[src/rtl/mem_responder.sv]
// mem_responder: load/store lane steering and two-cycle load response for a RAM port
module mem_responder (
  input  logic        CLK,
  input  logic        RST,
  input  logic        mem_en,
  input  logic [1:0]  store_size,
  input  logic [2:0]  funct3,
  input  logic [31:0] addr,
  input  logic [31:0] wdata,
  output logic [31:0] load_data,
  output logic        load_valid,
  output logic        misaligned,
  output logic        ram_en,
  output logic [3:0]  ram_we,
  output logic [29:0] ram_addr,
  output logic [31:0] ram_wdata,
  input  logic [31:0] ram_rdata
);
  typedef enum logic {IDLE, LOAD_RESP} state_t;
  state_t state, state_nxt;
  logic [2:0] f3_q;
  logic [1:0] off_q;
  logic lmis_q, mis_q, is_load, accept, half_acc, word_acc, mis_now;
  logic [3:0] we;
  logic [7:0] b;
  logic [15:0] h;
  // state and captured load context; a misaligned request raises the flag for the following cycle
  always_ff @(posedge CLK) begin
    if (RST) begin
      state  <= IDLE;
      f3_q   <= '0;
      off_q  <= '0;
      lmis_q <= 1'b0;
      mis_q  <= 1'b0;
    end else begin
      state <= state_nxt;
      mis_q <= accept & mis_now;
      if (accept & is_load) begin
        f3_q   <= funct3;
        off_q  <= addr[1:0];
        lmis_q <= mis_now;
      end
    end
  end
  // request decode, RAM drive, next state and load extraction
  always_comb begin
    is_load    = store_size == 2'b11;
    half_acc   = is_load ? funct3[1:0] == 2'b01 : store_size == 2'b01;
    word_acc   = is_load ? funct3 == 3'b010 : store_size == 2'b10;
    mis_now    = (half_acc & addr[0]) | (word_acc & |addr[1:0]);
    accept     = state == IDLE & mem_en & ~RST;
    state_nxt  = (accept & is_load) ? LOAD_RESP : IDLE;
    ram_en     = accept & ~mis_now;
    we         = store_size == 2'b00 ? 4'b0001 << addr[1:0] :
                 store_size == 2'b01 ? (addr[1] ? 4'b1100 : 4'b0011) : 4'b1111;
    ram_we     = (ram_en & ~is_load) ? we : 4'b0000;
    ram_wdata  = store_size == 2'b00 ? {4{wdata[7:0]}} :
                 store_size == 2'b01 ? {2{wdata[15:0]}} : wdata;
    ram_addr   = addr[31:2];
    load_valid = state == LOAD_RESP & ~RST;
    misaligned = mis_q & ~RST;
    b          = ram_rdata[{off_q, 3'b000} +: 8];
    h          = ram_rdata[{off_q[1], 4'b0000} +: 16];
    load_data  = (~load_valid | lmis_q) ? 32'h0 :
                 f3_q == 3'b000 ? {{24{b[7]}}, b} :
                 f3_q == 3'b001 ? {{16{h[15]}}, h} :
                 f3_q == 3'b010 ? ram_rdata :
                 f3_q == 3'b100 ? {24'h0, b} :
                 f3_q == 3'b101 ? {16'h0, h} : 32'h0;
  end
endmodule

[config.mk]
export PLATFORM = sky130hd
export DESIGN_NAME = mem_responder
export DESIGN_NICKNAME = d
export VERILOG_FILES = /design/src/rtl/mem_responder.sv
export SDC_FILE = /design/constraint.sdc
export NUM_CORES = 1
export LEC_CHECK = 0
export BUFFER_PORTS_ARGS = -buffer_cell sky130_fd_sc_hd__buf_2
export CAP_MARGIN = 25
export CELL_PAD_IN_SITES_DETAIL_PLACEMENT = 1
export CELL_PAD_IN_SITES_GLOBAL_PLACEMENT = 2
export CORE_ASPECT_RATIO = 0.75
export CORE_MARGIN = 4
export CORE_UTILIZATION = 16
export DETAILED_ROUTE_END_ITERATION = 7
export GPL_TIMING_DRIVEN = 0
export PLACE_DENSITY = 0.79
export SYNTH_ARGS = -nofsm -noshare
export SYNTH_HDL_FRONTEND = slang
export SYNTH_SLANG_ARGS = --single-unit
[constraint.sdc]
create_clock -name CLK -period 2.2 [get_ports CLK]
set_input_delay 0.11 -clock CLK [delete_from_list [all_inputs] [get_ports CLK]]
set_output_delay 0.11 -clock CLK [all_outputs]
set_load 0.005 [all_outputs]
# Word-level counts from Yosys, hierarchy flattened
# Index checks and enable logic that the tools add are counted.
# op_classes
eq_ne	9
shifts	3
div	0
n_bitwise	17
reduce_logical	3
muxes	15
mul	0
n_lt_le_gt_ge	0
add_sub_neg	0
# ops
operator	n
2-to-1 mux 32 bit	6
2-to-1 mux 16 bit	2
variable part select 32 x 6 -> 16 bit	1
variable part select 32 x 6 -> 8 bit	1
2-to-1 mux 4 bit	4
AND 1 bit	10
== test 3 x 2 -> 1 bit, second input constant	2
== test 3 bit, second input constant	2
inverter 1 bit	5
== test 2 x 1 -> 1 bit, second input constant	2
== test 2 bit, second input constant	2
left shift 1 x 2 -> 4 bit, first input constant	1
== test 3 x 1 -> 1 bit, second input constant	1
logical NOT 3 bit	1
2-to-1 mux 1 bit	3
logical NOT 2 bit	1
OR 1 bit	2
OR reduction 2 bit	1
# totals
memories	0
mem_bits_ro	0
in_bits	104
elab_cells	52
regBits	8
mem_bits_rw	0
out_inout_bits	101
latch_bits	0

# Logic depth before layout (Yosys ltp)
# depth
ltp_word	8
depth_mapped	8
depth_no_buf	4

# Worst setup path after synthesis
# OpenSTA, ideal clock, no wires.
# synth_path
kind	register to output
startpoint	reg off_q[1]
endpoint	out load_data[21]
path_buffers	3
path_stages_with_launch	8
required_time_ns	2.090
path_slack_ns	0.516
arrival_time_ns	1.574
cell_sequence	dfxtp_1 -> buf_6 -> mux4_2 -> nor3_2 -> or3_1 -> buf_2 -> buf_6 -> nor2_1
# synth_between
elab_chain_len	4
elab_cells_between_ends	5
cone_classes	shift: 2; mux: 3
# synth_lines
item	line_no	text
start: declaration	22	logic [1:0] off_q;
start signal: assignment	40	off_q <= addr[1:0];
variable part select 32 x 6 -> 16 bit	63	h = ram_rdata[{off_q[1], 4'b0000} +: 16];
2-to-1 mux 32 bit	66	f3_q == 3'b001 ? {{16{h[15]}}, h} :
2-to-1 mux 32 bit (*)	65	f3_q == 3'b000 ? {{24{b[7]}}, b} :
2-to-1 mux 32 bit (*)	64	load_data = (~load_valid | lmis_q) ? 32'h0 :
end: declaration	10	output logic [31:0] load_data,
# Mark *: on every way between the ends. The rest lies on a longest branch, timed or not.

# Final worst setup path
# layout_path
startpoint	reg off_q[1]
endpoint	out load_data[28]
# The elaborated chain is that of the path after synthesis.

==> results.md <==
* Status: finished, final reports clean
* Initial DRC Count at 154
* Row count at 35
* Unrepaired setup endpoints after global routing: yes
* Yosys top cell area share at 16.9%
* TritonCTS clock tree: done
* Share of layout cells above drive strength 1 at 61.1%
* Cell with the most instances after synthesis: nor2_1
* I/O pin cnt at 205
* Post-synth EDFFs at 0
* Synth Area in XOR/XNOR at 0%
* Cell Count, Final, Fillers Out at 637
* Largest family of logic cells by synthesized area: multiplexers
* Period utilisation layout at 96.6%
* Max_cap viols at 0
* Total Nets Final at 576
* Avg Cell Area, Syn at 7.01 sq um
* Worst Path Max Fanout at 10
* Crit start category: flip-flop
* Clock buffer depth at 2
* Core region area at 12400 sq um
* Worst R2R Setup Slack at 0.59 ns
* Synth Area in Adders at 0%
* Cell Area, Synth at 2060 sq um
* Die width at 139 um
* Clock latency at the later pin of the worst-skew pair at 0.23 ns
* WS Path Type: flip-flop to output pin
* Final setup fails at 0
* Post-synth top flop: dfxtp_1
* Leakage at 1.67 nW
* Final core occ at 26.3%
* Least-Margin Pin Slew at 0.787 ns
* #FFs+latches synth at 8
* Total power at 0.000903 W
* Critical R2R Capture: lmis_q
* DP Cell Count at 633
* Simple-gate share of the synthesized area at 19.6%
* Min Tclk post-route at 2.12 ns
* Crit end category: output pin
* Via-to-Cell Ratio at 4.32
* Post-DRT Antenna Nets at 0
* TritonCTS Buffers at 3
* # fillers at 1613
* CP endpoint: load_data[28]
* DR DRC count at 0
* Slew Viols, Final at 0
* Starting density of the core at 16.6%
* DRT Pass-1 Iters at 4
* Hpwl dp at 8700 um
* Setup TNS at 0 ns
* Port bufs at 173
* Yosys warns at 0
* Area Overhead vs Synth at 58.8%
* Worst path arrival time at 2.01 ns
* Fmax at 0.471 GHz
* Synth top area cells: mux2_2 17%, buf_4 14%, nor2_1 8.9%, mux4_2 8.7%, a21oi_1 8.3%
* Layout Skew at 0.00267 ns
* CTS clk-pin slew, worst paths at 0.04 ns
* Post-synthesis cell count at 294
* Reg2reg path depth at 5
* Antenna violations before repair at 0
* Rel. slew slack at 47.4%
* Die height at 106 um
* Tot GR Track Use at 12.8%
* WHS at 0.141 ns
* Mux share of post-synthesis cell area at 30.1%
* Final wirelength at 10100 um
* Met3 Use GR at 1.39%
* Largest net degree at the start of global routing at 11
* Via count at 2749
* VDD IR max at 0.143 mV
* Hold Violations, Final at 0
* Register area share after synthesis at 7.77%
* Worst r2r src: state
* Power per cell area at 276 nW/um^2
* Global-route wire length before repair at 15400 um
* GR Util met2 at 23.6%
* Hold-fix buffers, CTS at 0
* WP data required at 2.09 ns
* Most used routing layer: met2
* Die area at 14800 sq um
* Crit path from: off_q[1]
* Post-DR wirelength/cell at 15.9 um
* Synth Area in Compound Gates at 20.5%
* # clock sinks at 8
* Distinct cells, synth at 28
* Post-Syn Nets at 398
* Clk root buf: clkbuf_16
* Vias in the first global route at 2789
* Post-synth ARST share at 0%
* GPL Wtd Cong at 0.798
* Global route overflow at 0
* Post-synth top area cell: mux2_2
* Hold/Removal Path Class: input pin to flip-flop
* Met1 GRT Util at 16.1%
* CTS HTree Levels at 1
* Post-synth top cells: 49 x nor2_1, 39 x buf_4, 34 x a21oi_1, 31 x mux2_2, 23 x nand2_1
[placed cells by master, fill, tap and decap left out, types with 2 or more instances in the layout]
cell type	instances
a21oi_1	34
a222oi_1	7
buf_2	177
buf_4	39
buf_6	4
clkbuf_1	5
clkbuf_16	3
clkbuf_2	5
dfxtp_1	7
inv_1	19
mux2_2	31
mux2i_1	9
mux4_2	8
nand2_1	23
nand2b_1	4
nor2_1	39
nor2_2	11
nor2b_1	6
nor3_2	2
o21a_1	3
o21ai_0	22
or3b_2	2
[layer usage]
layer  wire length (um)  share of wire, %
met1               4180                41
met2               5480                54
met3                386               3.8
met4                 89              0.88
met5                  0                 0
[flip-flops by register name (all words and copies together) (netlist names)]
signal / cells
state: 1
mis_q: 1
off_q: 2
f3_q: 3
lmis_q: 1
[how the worst min path moves through the flow]
stage,from,endpoint,slack (ns),depth (start not counted)
after global routing,funct3[0],f3_q[0],0.15,3
after global placement,funct3[2],f3_q[2],0.38,3
after detailed placement,funct3[2],f3_q[2],0.39,3
after CTS,funct3[0],f3_q[0],0.15,3
after floorplan,funct3[0],f3_q[0],0.25,2
final,funct3[0],f3_q[0],0.14,3
[critical path, cell delays in order, from the launching register on]
cell and delay (ns):
dfxtp_1 0.30, buf_6 0.13, mux4_2 0.39, nor3_2 0.06, or3_1 0.36, buf_6 0.14
buf_6 0.14, nor2_2 0.13, buf_2 0.12
[cell families (layout without fill, tap and decap cells)]
kind of cell	count (synthesis)	count (layout)
AO/OA/AOI/OAI	70	70
AND/OR/NAND/NOR	91	91
other	0	1
flip-flops	8	8
buffers and inverters	77	253
multiplexers	48	48
[area by class of cell]
cell class / instances / area (sq um) / area share (%)
Tap cell: 166 / 208 / 6.35
Buffer: 57 / 398 / 12.2
Inverter: 19 / 71.3 / 2.18
Clock buffer: 3 / 75.1 / 2.29
Antenna cell: 1 / 2.50 / 0.0765
Timing Repair Buffer: 174 / 873 / 26.7
Sequential cell: 8 / 161 / 4.93
Multi-Input combinational cell: 209 / 1480 / 45.3
[through the flow]
step           setup slack (ns)  area [sq um]
6_report                 0.0753          3270
5_1_grt                 -0.0152          3270
4_1_cts                  0.0202          3220
3_5_place_dp             0.0686          3130
3_3_place_gp              0.128          3130
2_1_floorplan             0.516          2060
[repair_timing]
| action | in CTS | in global routing |
|---|---|---|
| resized for setup | 5 | 22 |
| buffers inserted | 0 | 1 |
| pin swaps | 0 | 1 |
| hold endpoints to repair | 0 | 0 |
| gates cloned | 0 | 0 |
| setup endpoints to repair | 21 | 25 |
[report_power, final]
group	switching (W)	leakage (nW)	internal (W)
Clock	0.0000722	0.0370	0.000234
Sequential	0.00000402	0.0653	0.000150
Combinational	0.000202	1.57	0.000240
Total	0.000279	1.67	0.000624
Note: power is estimated with default switching activity, not from simulation.
